**src/rtl/inst_mem_pkg.sv**
```systemverilog
// Shared constants and FSM encoding for the instruction-memory loader.
// Imported by the loader top and its word assembler.
package inst_mem_pkg;

  localparam int DEPTH_WORDS = 128;
  localparam int ADDR_W      = 7;
  localparam int LEN_W       = 16;

  typedef enum logic [2:0] {
    S_IDLE,
    S_LEN_HI,
    S_LEN_LO,
    S_DATA,
    S_WRITE,
    S_CSUM,
    S_DONE,
    S_ERR
  } state_e;

endpackage

```
**src/rtl/inst_word_assembler.sv**
```systemverilog
// Big-endian 4-byte shift register with byte counter.
// word_ready flags the byte that completes a word.
module inst_word_assembler
  import inst_mem_pkg::*;
(
  input  logic        clk,
  input  logic        reset,
  input  logic        clear,
  input  logic        shift_en,
  input  logic [7:0]  byte_in,
  output logic [31:0] word_next,
  output logic        word_ready
);

  logic [1:0]  cnt_q, cnt_d;
  logic [31:0] word_q, word_d;

  // next word, completion flag and counter update
  always_comb begin
    word_next  = {word_q[23:0], byte_in};
    word_ready = shift_en && (cnt_q == 2'd3);
    cnt_d      = cnt_q;
    word_d     = word_q;
    if (clear) begin
      cnt_d = 2'd0;
    end else if (shift_en) begin
      cnt_d  = cnt_q + 2'd1;
      word_d = word_next;
    end
  end

  // shift register and byte counter state
  always_ff @(posedge clk) begin
    if (reset) begin
      cnt_q  <= 2'd0;
      word_q <= 32'd0;
    end else begin
      cnt_q  <= cnt_d;
      word_q <= word_d;
    end
  end

endmodule

```
**src/rtl/inst_mem_loader.sv**
```systemverilog
// Streams a length-prefixed, checksummed program image into
// instruction RAM one word at a time, holding the CPU meanwhile.
module inst_mem_loader
  import inst_mem_pkg::*;
(
  input  logic        clk,
  input  logic        reset,
  input  logic        start,
  input  logic        rx_valid,
  input  logic [7:0]  rx_data,
  output logic        rx_ready,
  output logic        we,
  output logic [31:0] wa,
  output logic [31:0] wd,
  output logic        cpu_hold,
  output logic        done,
  output logic        error
);

  state_e            state_q, state_d;
  logic [LEN_W-1:0]  len_q, len_d;
  logic [ADDR_W-1:0] idx_q, idx_d;
  logic [7:0]        sum_q, sum_d;
  logic              rx_ready_q, rx_ready_d;
  logic              we_q, we_d;
  logic [31:0]       wa_q, wa_d;
  logic [31:0]       wd_q, wd_d;
  logic              cpu_hold_q, cpu_hold_d;
  logic              done_q, done_d;
  logic              error_q, error_d;

  logic              xfer;
  logic              asm_clear;
  logic              asm_shift;
  logic [31:0]       asm_word;
  logic              asm_ready;
  logic [LEN_W-1:0]  n_len;
  logic              last_word;

  assign xfer      = rx_valid && rx_ready_q;
  assign asm_shift = (state_q == S_DATA) && xfer;
  assign last_word = (LEN_W'(idx_q) == (len_q - LEN_W'(1)));

  inst_word_assembler u_asm (
    .clk        (clk),
    .reset      (reset),
    .clear      (asm_clear),
    .shift_en   (asm_shift),
    .byte_in    (rx_data),
    .word_next  (asm_word),
    .word_ready (asm_ready)
  );

  // load sequencing; outputs are computed for the next state
  always_comb begin
    state_d   = state_q;
    len_d     = len_q;
    idx_d     = idx_q;
    sum_d     = sum_q;
    we_d      = 1'b0;
    wa_d      = wa_q;
    wd_d      = wd_q;
    done_d    = done_q;
    error_d   = error_q;
    asm_clear = 1'b0;
    n_len     = {len_q[LEN_W-1:8], rx_data};
    unique case (state_q)
      S_IDLE, S_DONE, S_ERR: begin
        if (start) begin
          state_d   = S_LEN_HI;
          done_d    = 1'b0;
          error_d   = 1'b0;
          idx_d     = '0;
          sum_d     = 8'd0;
          asm_clear = 1'b1;
        end
      end
      S_LEN_HI: begin
        if (xfer) begin
          len_d   = {rx_data, 8'h00};
          state_d = S_LEN_LO;
        end
      end
      S_LEN_LO: begin
        if (xfer) begin
          len_d = n_len;
          if (n_len == '0 ||
              n_len > LEN_W'(DEPTH_WORDS)) begin
            state_d = S_ERR;
            error_d = 1'b1;
          end else begin
            state_d = S_DATA;
          end
        end
      end
      S_DATA: begin
        if (xfer) begin
          sum_d = sum_q + rx_data;
          if (asm_ready) begin
            state_d = S_WRITE;
            we_d    = 1'b1;
            wa_d    = {{(30-ADDR_W){1'b0}}, idx_q, 2'b00};
            wd_d    = asm_word;
          end
        end
      end
      S_WRITE: begin
        if (last_word) begin
          state_d = S_CSUM;
        end else begin
          idx_d   = idx_q + ADDR_W'(1);
          state_d = S_DATA;
        end
      end
      S_CSUM: begin
        if (xfer) begin
          if (rx_data == sum_q) begin
            state_d = S_DONE;
            done_d  = 1'b1;
          end else begin
            state_d = S_ERR;
            error_d = 1'b1;
          end
        end
      end
      default: state_d = S_IDLE;
    endcase
    rx_ready_d = (state_d == S_LEN_HI) ||
                 (state_d == S_LEN_LO) ||
                 (state_d == S_DATA) ||
                 (state_d == S_CSUM);
    cpu_hold_d = (state_d != S_IDLE) &&
                 (state_d != S_DONE);
  end

  // state and registered outputs
  always_ff @(posedge clk) begin
    if (reset) begin
      state_q    <= S_IDLE;
      len_q      <= '0;
      idx_q      <= '0;
      sum_q      <= 8'd0;
      rx_ready_q <= 1'b0;
      we_q       <= 1'b0;
      wa_q       <= 32'd0;
      wd_q       <= 32'd0;
      cpu_hold_q <= 1'b0;
      done_q     <= 1'b0;
      error_q    <= 1'b0;
    end else begin
      state_q    <= state_d;
      len_q      <= len_d;
      idx_q      <= idx_d;
      sum_q      <= sum_d;
      rx_ready_q <= rx_ready_d;
      we_q       <= we_d;
      wa_q       <= wa_d;
      wd_q       <= wd_d;
      cpu_hold_q <= cpu_hold_d;
      done_q     <= done_d;
      error_q    <= error_d;
    end
  end

  assign rx_ready = rx_ready_q;
  assign we       = we_q;
  assign wa       = wa_q;
  assign wd       = wd_q;
  assign cpu_hold = cpu_hold_q;
  assign done     = done_q;
  assign error    = error_q;

endmodule

```
**config.mk**
```make
export PLATFORM = sky130hd
export DESIGN_NAME = inst_mem_loader
export DESIGN_NICKNAME = d
export VERILOG_FILES = /design/src/rtl/inst_mem_pkg.sv /design/src/rtl/inst_word_assembler.sv /design/src/rtl/inst_mem_loader.sv
export SDC_FILE = /design/constraint.sdc
export NUM_CORES = 1
export LEC_CHECK = 0
export BUFFER_PORTS_ARGS = -buffer_cell sky130_fd_sc_hd__buf_2
export CAP_MARGIN = 10
export CORE_MARGIN = 5
export CORE_UTILIZATION = 51
export CTS_CLUSTER_SIZE = 8
export DETAILED_ROUTE_END_ITERATION = 10
export PLACE_DENSITY_LB_ADDON = 0.1
export SLEW_MARGIN = 0
export SYNTH_ARGS = -nofsm -noshare
export SYNTH_HDL_FRONTEND = slang
export SYNTH_SLANG_ARGS = --single-unit
```
**constraint.sdc**
```tcl
create_clock -name clk -period 2.5 [get_ports clk]
set_clock_uncertainty 0.1 [all_clocks]
set_input_delay 0.75 -clock clk [delete_from_list [all_inputs] [get_ports clk]]
set_output_delay 0.75 -clock clk [all_outputs]
set_load 0.02 [all_outputs]
```
Word-level counts from Yosys, hierarchy flattened
Index checks and enable logic that the tools add are counted.

Logic and storage cells: 105. Register bits: 104. Input bits: 12. Output and inout bits: 69.

$lt $le $gt $ge: 1. Equal/unequal tests: 24. Bitwise operators: 4. Reductions and logical operators: 27. Add/sub/neg operators: 4. Multiplexer cells: 31.

Operators by type and width (number): $pmux W16 S2 (1); $mux W3 (8); $mux W8 (3); $ne A2 B2 Y1 const B (9); $pmux W3 S6 (1); $eq A7 B16 Y1 (1); $gt A16 B8 Y1 const B (1); $logic_not A16 Y1 (1); $mux W16 (1); $pmux W8 S2 (1); $sub A16 B1 Y16 const B (1); $eq A3 B3 Y1 const B (5); $reduce_and A3 Y1 (5); $mux W7 (2); $pmux W7 S2 (1); $eq A3 B2 Y1 const B (4); $mux W1 (11); $add A8 B8 Y8 (1); $eq A8 B8 Y1 (1); $reduce_bool A2 Y1 (4); $add A7 B1 Y7 const B (1); $eq A3 B1 Y1 const B (2); $reduce_and A6 Y1 (1); $reduce_bool A3 Y1 (2); 13 further kinds (23).

Longest topological paths before layout
Gate-level depths: netlist of run 1.

Depth in word-level cells: 10. Depth in mapped cells: 10.

Hierarchy
A second synthesis of run 1 with hierarchy kept.

Cell total of the unflattened synthesis: 597. Area, all modules: 4991.0 um^2.

By module, submodules not included: inst_mem_loader (sequential area each 1561.5 um^2, area each 3849.9 um^2, cells an instance 491, times used 1); inst_word_assembler (sequential area each 520.5 um^2, area each 1141.1 um^2, cells an instance 106, times used 1).

Worst setup path before layout of run 1
OpenSTA, ideal clock, no wires.

Path kind: input-to-reg. From: input rx_data[1]. To: register cpu_hold_q, in the netlist cpu_hold. Arrival time: 2.536 ns. Library setup time: 0.074 ns. Setup slack: -0.210 ns. Stages on the path: 7. Cell sequence: or4_1 -> o21ai_0 -> a41oi_1 -> or4b_2 -> o21bai_1 -> a31oi_1 -> o21ai_0.

Longest elaborated chain between the ends: 7.

RTL lines: start: declaration (RTL line inst_mem_loader.sv:10) `input logic [7:0] rx_data,`; $gt A16 B8 Y1 or $logic_not A16 Y1 (tied branches) (RTL line inst_mem_loader.sv:88, inst_mem_loader.sv:87); $logic_or A1 B1 Y1 (RTL line inst_mem_loader.sv:87) `if (n_len == '0 ||`; $mux W3 (RTL line inst_mem_loader.sv:87); $mux W3 (RTL line inst_mem_loader.sv:85) `if (xfer) begin`; $pmux W3 S6 (*) (RTL line inst_mem_loader.sv:67) `unique case (state_q)`; $ne A3 B3 Y1 or $reduce_bool A3 Y1 (tied branches) (RTL line inst_mem_loader.sv:133, inst_mem_loader.sv:132); $logic_and A1 B1 Y1 (*) (RTL line inst_mem_loader.sv:132) `cpu_hold_d = (state_d != S_IDLE) &&`; end signal: assignment (RTL line inst_mem_loader.sv:159) `cpu_hold_q <= cpu_hold_d;`; end: declaration (RTL line inst_mem_loader.sv:28) `logic cpu_hold_q, cpu_hold_d;`.

Every way passes the cells marked *; elsewhere a longest branch is shown, timed or not. A chain may end at the register's enable or synchronous reset.

Final worst setup path of run 1
From: register len_q[2]. To: register idx_q[6].

Longest elaborated chain between the ends: 4.

RTL lines: start: declaration (RTL line inst_mem_loader.sv:21) `logic [LEN_W-1:0] len_q, len_d;`; start signal: assignment (RTL line inst_mem_loader.sv:152) `len_q <= len_d;`; $sub A16 B1 Y16 (RTL line inst_mem_loader.sv:42) `assign last_word = (LEN_W'(idx_q) == (len_q - LEN_W'(1)));`; $eq A7 B16 Y1 (RTL line inst_mem_loader.sv:42); $ne A2 B2 Y1 (no source line); $reduce_and A3 Y1 (no source line); end signal: assignment (RTL line inst_mem_loader.sv:153) `idx_q <= idx_d;`; end: declaration (RTL line inst_mem_loader.sv:22) `logic [ADDR_W-1:0] idx_q, idx_d;`.

Every way passes these cells.

==> results of run 1 <==
[how the worst max path moves through the flow]
stage / startpoint / endpoint / slack (ns) / cells past startpoint
after global routing: len_q[2]$_SDFFE_PP0P_ / idx_q[5]$_SDFFE_PP0P_ / -0.1 / 8
final: len_q[2]$_SDFFE_PP0P_ / idx_q[6]$_SDFFE_PP0P_ / -0.01 / 8
after floorplan: len_q[2]$_SDFFE_PP0P_ / idx_q[1]$_SDFFE_PP0P_ / -0.03 / 9
after global placement: rx_data[1] / cpu_hold$_SDFF_PP0_ / -0.30 / 9
after detailed placement: rx_data[1] / sum_q[7]$_SDFFE_PP0P_ / -0.39 / 10
after CTS: len_q[2]$_SDFFE_PP0P_ / idx_q[5]$_SDFFE_PP0P_ / -0.03 / 8
[routing by layer]
layer / part of all wire (%) / track usage (%)
met1: 43 / 26.6
met4: 1.4 / 6.76
met2: 51 / 37.8
met5: 0 / 0
met3: 4.9 / 4.74
[final cells by class]
class,instances,share of cell area [%]
Timing Repair Buffer,109,12.7
Clock inverter,6,1.50
Multi-Input combinational cell,461,43.7
Sequential cell,104,36.1
Inverter,13,0.846
Tap cell,129,2.80
Clock buffer,10,2.39
[cell usage after synthesis (3+ instances only)]
| cell | instances | area share (%) |
|---|---|---|
| o21bai_1 | 3 | 0.46 |
| dfxtp_1 | 104 | 43 |
| nor4_1 | 6 | 0.78 |
| a22oi_1 | 7 | 1.1 |
| a21o_1 | 4 | 0.62 |
| nand2b_1 | 5 | 0.65 |
| o211ai_1 | 3 | 0.46 |
| a21oi_1 | 87 | 9.0 |
| nand4_1 | 3 | 0.39 |
| nor2_1 | 33 | 2.6 |
| a2111o_1 | 3 | 0.70 |
| nand2_1 | 158 | 12 |
| nand3b_1 | 3 | 0.46 |
| or3_1 | 5 | 0.65 |
| xor2_1 | 3 | 0.54 |
| buf_4 | 25 | 3.9 |
| inv_1 | 13 | 1.0 |
| and2_1 | 3 | 0.39 |
| a211oi_1 | 3 | 0.46 |
| o21ai_0 | 7 | 0.72 |
| a31oi_1 | 7 | 0.90 |
| and3_1 | 10 | 1.3 |
| mux2i_1 | 3 | 0.62 |
| ha_1 | 10 | 2.6 |
| xnor2_1 | 13 | 2.4 |
| nand3_1 | 15 | 1.5 |
| a32oi_1 | 3 | 0.54 |
| nor3_1 | 10 | 1.0 |
| clkbuf_1 | 34 | 2.6 |
| a21oi_2 | 3 | 0.54 |
[power groups by stage]
stage | Sequential [mW] | Combinational [mW] | Clock (mW)
after global placement | 1.81 | 0.559 | 0
after floorplan | 1.79 | 0.417 | 0
after detailed placement | 1.81 | 0.569 | 0
after CTS | 1.77 | 0.578 | 1.17
final | 1.78 | 0.589 | 1.15
after global routing | 1.78 | 0.648 | 1.25
[kinds of logic after synthesis]
| logic type | Yosys count |
|---|---|
| flops | 104 |
| simple gates | 263 |
| compound gates | 143 |
| mux | 3 |
| buf+inv | 76 |
| fa+ha+maj | 11 |
| other cells | 1 |
| xor+xnor | 16 |
[per-stage QoR]
step           instance area (um2)  TNS [ns]  cells
6_report                      5770   -0.0300    832
5_1_grt                       5770    -0.536    832
4_1_cts                       5720   -0.0574    832
3_5_place_dp                  5480     -2.34    815
3_3_place_gp                  5480     -1.89    815
2_1_floorplan                 4940   -0.0663    641
[timing repair]
action / 4_1_cts / 5_1_grt
cloned: 0 / 0
resized for setup: 2 / 11
pin swaps: 0 / 2
setup buffers: 1 / 0
setup endpoints to repair: 7 / 13
[worst max-delay path, delay by kind of cell (launching register included)]
kind                   cells  cell delay (ns)
buffers and inverters      1             0.17
flip-flops                 1             0.32
AND/OR/NAND/NOR            2             1.07
AO/OA/AOI/OAI              4             0.62
multiplexers               1             0.12
[registers in the layout, indices dropped and copies added, names as in the netlist, 2 cells and up]
register,flops
idx_q,7
len_q,16
state_q,3
sum_q,8
u_asm.cnt_q,2
u_asm.word_q,24
wa,7
wd,32
==> results.json, run 1 <==
{
  "seqPwrFrac_pct": 50.6,
  "criticalPathCategory": "flip-flop to flip-flop",
  "setup_viol": 3,
  "holdWs_ns": 0.358,
  "yosysSeqAreaShare_pct": 43.0,
  "syn_area_per_cell_um2": 7.85,
  "vias": 4389,
  "insertion_delay_ns": 0.38,
  "power_frac_comb_pct": 16.8,
  "synth_mux_area_share_pct": 0.620,
  "htreeDepth": 3,
  "clkTransAtPathRegs_ns": 0.10,
  "synth_edf_count": 0,
  "portBuffers": 55,
  "diodes": 0,
  "timing.final.crit_share_pct": 100,
  "synth_fa_ha_area_share_pct": 3.00,
  "netlist_instances": 617,
  "place_ws_ns": -0.390,
  "max_stage_delay_ns": 0.56,
  "r2r_cells": 8,
  "start_util_pct": 52.4,
  "setup_ws_ns": -0.0115,
  "gp_congestion": 0.857,
  "core_area_mm2": 0.00924,
  "drtIter0Drc": 158,
  "fin_util_pct": 62.4,
  "power_frac_clock_pct": 32.7,
  "fin_crit_ns": 2.51,
  "whs_path_depth": 2,
  "syn_area_mm2": 0.00484,
  "grt_pass1_wl_mm": 20.2,
  "routedWlPerCell_um": 14.6,
  "fmax_mhz": 398,
  "status": "finished, violations left",
  "ys_ff_latch": 104,
  "r2r-end": "idx_q[6]$_SDFFE_PP0P_",
  "ys_warn_count": 0,
  "cellLeakagePower_nw": 2.32,
  "drt_first_pass_iters": 4,
  "r2r_slack_ns": -0.01,
  "worst_ep_arrival_time_ns": 2.67,
  "grt_pass1_vias": 4246,
  "synth_top_family_by_area": "simple AND/OR/NAND/NOR gates",
  "wirelength_mm": 12.2,
  "cts_hold_buf": 0,
  "reg2reg_from": "len_q[2]$_SDFFE_PP0P_",
  "rsz0062_at_grt": "yes",
  "synth_cell_types": 54,
  "dp_hpwl_mm": 8.65,
  "worst_hold_path.endpoint": "wd[27]$_SDFFE_PP0P_",
  "sw_frac_of_total_pct": 30.1,
  "pin_count": 81,
  "regArea_mm2": 0.00208,
  "worst_ep_required_time_ns": 2.66,
  "critPathLaunchType": "flip-flop",
  "die_w_um": 107,
  "drive_above_1_share_pct": 21.1,
  "cp_slowest_cell": "or4_4",
  "yosys_most_used_dff": "dfxtp_1",
  "final_nets": 721,
  "cts_tree": "built",
  "p_int_mw": 2.45,
  "failed_checks": "setup timing",
  "drc": 0,
  "ctsLongestPathBuffers": 2,
  "antenna_left": 0,
  "synth-compound-area-share_pct": 18.1,
  "cts-root-buf": "clkbuf_8",
  "die_h_um": 107,
  "finalHoldViolCount": 0,
  "num-fill-cells": 875,
  "yosys.area_share.xor_xnor_pct": 2.89,
  "avgViaCountPerCell": 5.28,
  "grt_usage_pct": 21.7,
  "multi_input_area_mm2": 0.00252,
  "slew_headroom_pct": 60.3,
  "drv_cap": 0,
  "final_common_cell": "nand2_1",
  "rows": 35,
  "numCtsBuffers": 9,
  "finalMaxSlewViolations": 0,
  "cts_sinks": 104,
  "worst_slew_pin_slew_ns": 0.595,
  "grt_max_degree": 95,
  "p_sw_mw": 1.06,
  "min_from": "wd[27]$_SDFFE_PP0P_",
  "final_cell_mix": "158 x nand2_1, 103 x dfxtp_1, 87 x a21oi_1",
  "antenna_found_initial": 0,
  "cp_cell_sequence": "or4_4 -> or4b_4 -> a21oi_4 -> o22ai_2 -> o31ai_4 -> buf_12 -> a211oi_2 -> mux2i_1",
  "min_path_type": "flip-flop to flip-flop",
  "p_total_mw": 3.51,
  "endpoint_kind": "flip-flop",
  "syn2layout_area_growth_pct": 19.0,
  "cellPowerDensity_mw_per_mm2": 609,
  "dieArea_mm2": 0.0115,
  "cp_max_fo": 13,
  "synth-simple-area-share_pct": 24.2,
  "globalRouteOverflowTotal": 0,
  "ir_worst_vdd_v": 0.000411,
  "async_reset_ff_share_pct": 0
}
(Power assumes the default switching activity.)
==> run 2: changes to the inputs <==
- ABC_AREA: unset -> 1
==> results.json, run 2 <==
{
  "status": "complete, no violations",
  "netlist_instances": 756,
  "die_h_um": 110,
  "crit_start": "len_q[0]$_SDFFE_PP0P_",
  "insertion_delay_ns": 0.38,
  "synth_largest_area_cell": "dfxtp_1",
  "grt_max_degree": 66,
  "dieArea_mm2": 0.0122,
  "yosys_most_used_dff": "dfxtp_1",
  "yosysTopAreaCellShare_pct": 40.5,
  "r2r_slack_ns": 0.25,
  "gp_congestion": 0.933,
  "synthTopCellsByCount": "159 x nor2_1, 139 x nand2_1, 104 x dfxtp_1, 79 x o21ai_0, 61 x a21oi_1",
  "final_common_cell": "nor2_1",
  "top_usage_layer": "met2",
  "min_from": "sum_q[6]$_SDFFE_PP0P_",
  "syn2layout_area_growth_pct": 11.3,
  "grt_usage_pct": 22.3,
  "drc": 0,
  "routedWlPerCell_um": 13.8,
  "yosysSeqAreaShare_pct": 40.5,
  "cts_sinks": 104,
  "async_reset_ff_share_pct": 0,
  "crit_family": "simple AND/OR/NAND/NOR gates",
  "synth.most_common_cell": "nor2_1",
  "cp_cell_sequence": "inv_1 -> ha_2 -> inv_1 -> nand2_1 -> nand2_1 -> nand2_1 -> nand2_1 -> inv_1 -> nand2_1 -> or2_2 -> nor2_2 -> nand2_2 -> nand2_4 -> nand2_4 -> o21ai_0 -> nor2_1",
  "drv_cap": 0,
  "dpl.cell_count": 932,
  "ys_ff_latch": 104,
  "slew_headroom_pct": 59.1,
  "use_met3_pct": 4.89,
  "criticalPathCategory": "flip-flop to flip-flop",
  "synth_cell_types": 33,
  "synth_edf_count": 0,
  "ys_warn_count": 0,
  "yosys-top-cells-area": "dfxtp_1 41%, nor2_1 12%, nand2_1 10%",
  "final_nets": 833,
  "cellLeakagePower_nw": 2.74,
  "globalRouteOverflowTotal": 0,
  "largest_reg_flops": 32,
  "avgViaCountPerCell": 5.07,
  "drive_above_1_share_pct": 13.1,
  "start_util_pct": 52.3,
  "grt_pass1_vias": 4473,
  "core_area_mm2": 0.00982,
  "rows": 36,
  "cellPowerDensity_mw_per_mm2": 771,
  "placed_area_mm2": 0.00552,
  "drt_first_pass_iters": 4,
  "worst_ep_required_time_ns": 2.68,
  "vias": 4801,
  "finalHoldViolCount": 0,
  "rsz0062_at_grt": "no",
  "antenna_left": 0,
  "timing.final.crit_share_pct": 90.0,
  "gr-usage-met2_pct": 37.6,
  "reg2reg_from": "len_q[0]$_SDFFE_PP0P_",
  "portBuffers": 55,
  "clkTransAtPathRegs_ns": 0.11,
  "ctsLongestPathBuffers": 2,
  "post-cts-setup-buffer-count": 0,
  "p_total_mw": 4.41,
  "cts-root-buf": "clkbuf_8",
  "finalMaxSlewViolations": 0,
  "grtUsageMet1_pct": 28.8,
  "final_cells": 947,
  "cts_tree": "built",
  "fmax_mhz": 445,
  "drtIter0Drc": 248,
  "cp_slowest_cell": "dfxtp_1",
  "syn_area_mm2": 0.00514,
  "min_path_type": "flip-flop to flip-flop",
  "cts_hold_buf": 0,
  "pin_count": 81,
  "worst_ep_arrival_time_ns": 2.43,
  "dp_hpwl_mm": 9.78,
  "worst_slew_pin_slew_ns": 0.612,
  "htreeDepth": 3,
  "max_stage_delay_ns": 0.33,
  "antenna_found_initial": 0,
  "final_cell_mix": "159 x nor2_1, 139 x nand2_1, 104 x dfxtp_1",
  "syn_area_per_cell_um2": 6.80,
  "die_w_um": 110,
  "ir_worst_vdd_v": 0.000310,
  "setup_viol": 0,
  "critPathLaunchType": "flip-flop",
  "endpoint_kind": "flip-flop",
  "fin_crit_ns": 2.25,
  "path_common_cell": "nand2_1",
  "cp_max_fo": 9,
  "path_buf_inv": 3,
  "grt_pass1_wl_mm": 21.2,
  "numCtsBuffers": 9,
  "design_area_mm2": 0.00572,
  "wirelength_mm": 13.0,
  "diodes": 0
}
## run 2: cell type report
type                    count  area [um2]
fillers                  1016        4100
clock buffers              10         138
well taps                 133         166
flip-flops and latches    104        2080
clock inverters             5        63.8
repair buffers             72         415
inverters                  63         241
multi-input cells         560        2620
## run 2: report_power, final
group	total, mW	internal (mW)	switching, mW
sequential	1.87	1.77	0.100
combinational	1.47	0.468	1.00
clock	1.07	0.494	0.579
## run 2: repair_timing
item / in CTS / in global routing
gates resized for setup: 0 / 1
setup endpoints to repair: 0 / 2
hold endpoints to repair: 0 / 0
## run 2: cells by family after synthesis
logic type / count (synthesis) / share of synthesized area [%]
buf+inv: 116 / 10.4
flops: 104 / 40.5
fa+ha+maj: 11 / 2.82
compound gates: 155 / 15.9
other cells: 1 / 0.0730
xor+xnor: 8 / 1.36
simple gates: 361 / 29.0
## run 2: worst register-to-register path, stage by stage, from the launching register on
cell	delay, ns
dfxtp_1	0.33
inv_1	0.11
ha_2	0.24
inv_1	0.05
nand2_1	0.07
nand2_1	0.05
nand2_1	0.05
nand2_1	0.04
inv_1	0.04
nand2_1	0.07
or2_2	0.29
nor2_2	0.16
nand2_2	0.09
nand2_4	0.10
nand2_4	0.11
o21ai_0	0.21
nor2_1	0.07
## run 2: layer usage
metal / vias to the layer above / share of wire, %
met4: 0 / 2.0
met2: 98 / 48
met5: - / 0
li1: 2485 / -
met1: 2198 / 46
met3: 20 / 4.1
## run 2: final timing paths
kind / cells past startpoint / to
worst min register to register: 2 / sum_q[6]$_SDFFE_PP0P_
worst max-delay path: 16 / idx_q[0]$_SDFFE_PP0P_
worst max register to register: 16 / idx_q[0]$_SDFFE_PP0P_
worst min-delay path: 2 / sum_q[6]$_SDFFE_PP0P_
## run 2: stage by stage
stage / TNS, ns / utilization, % / setup WS [ns] / hold slack [ns]
floorplan: 0 / - / 0.313 / 0.345
global placement: 0 / 56.2 / 0.0121 / 0.346
detailed placement: -0.00802 / 56.2 / -0.00483 / 0.357
CTS: 0 / 58.2 / 0.173 / 0.381
global route: 0 / 58.3 / 0.00269 / 0.396
finish: 0 / 58.3 / 0.250 / 0.381
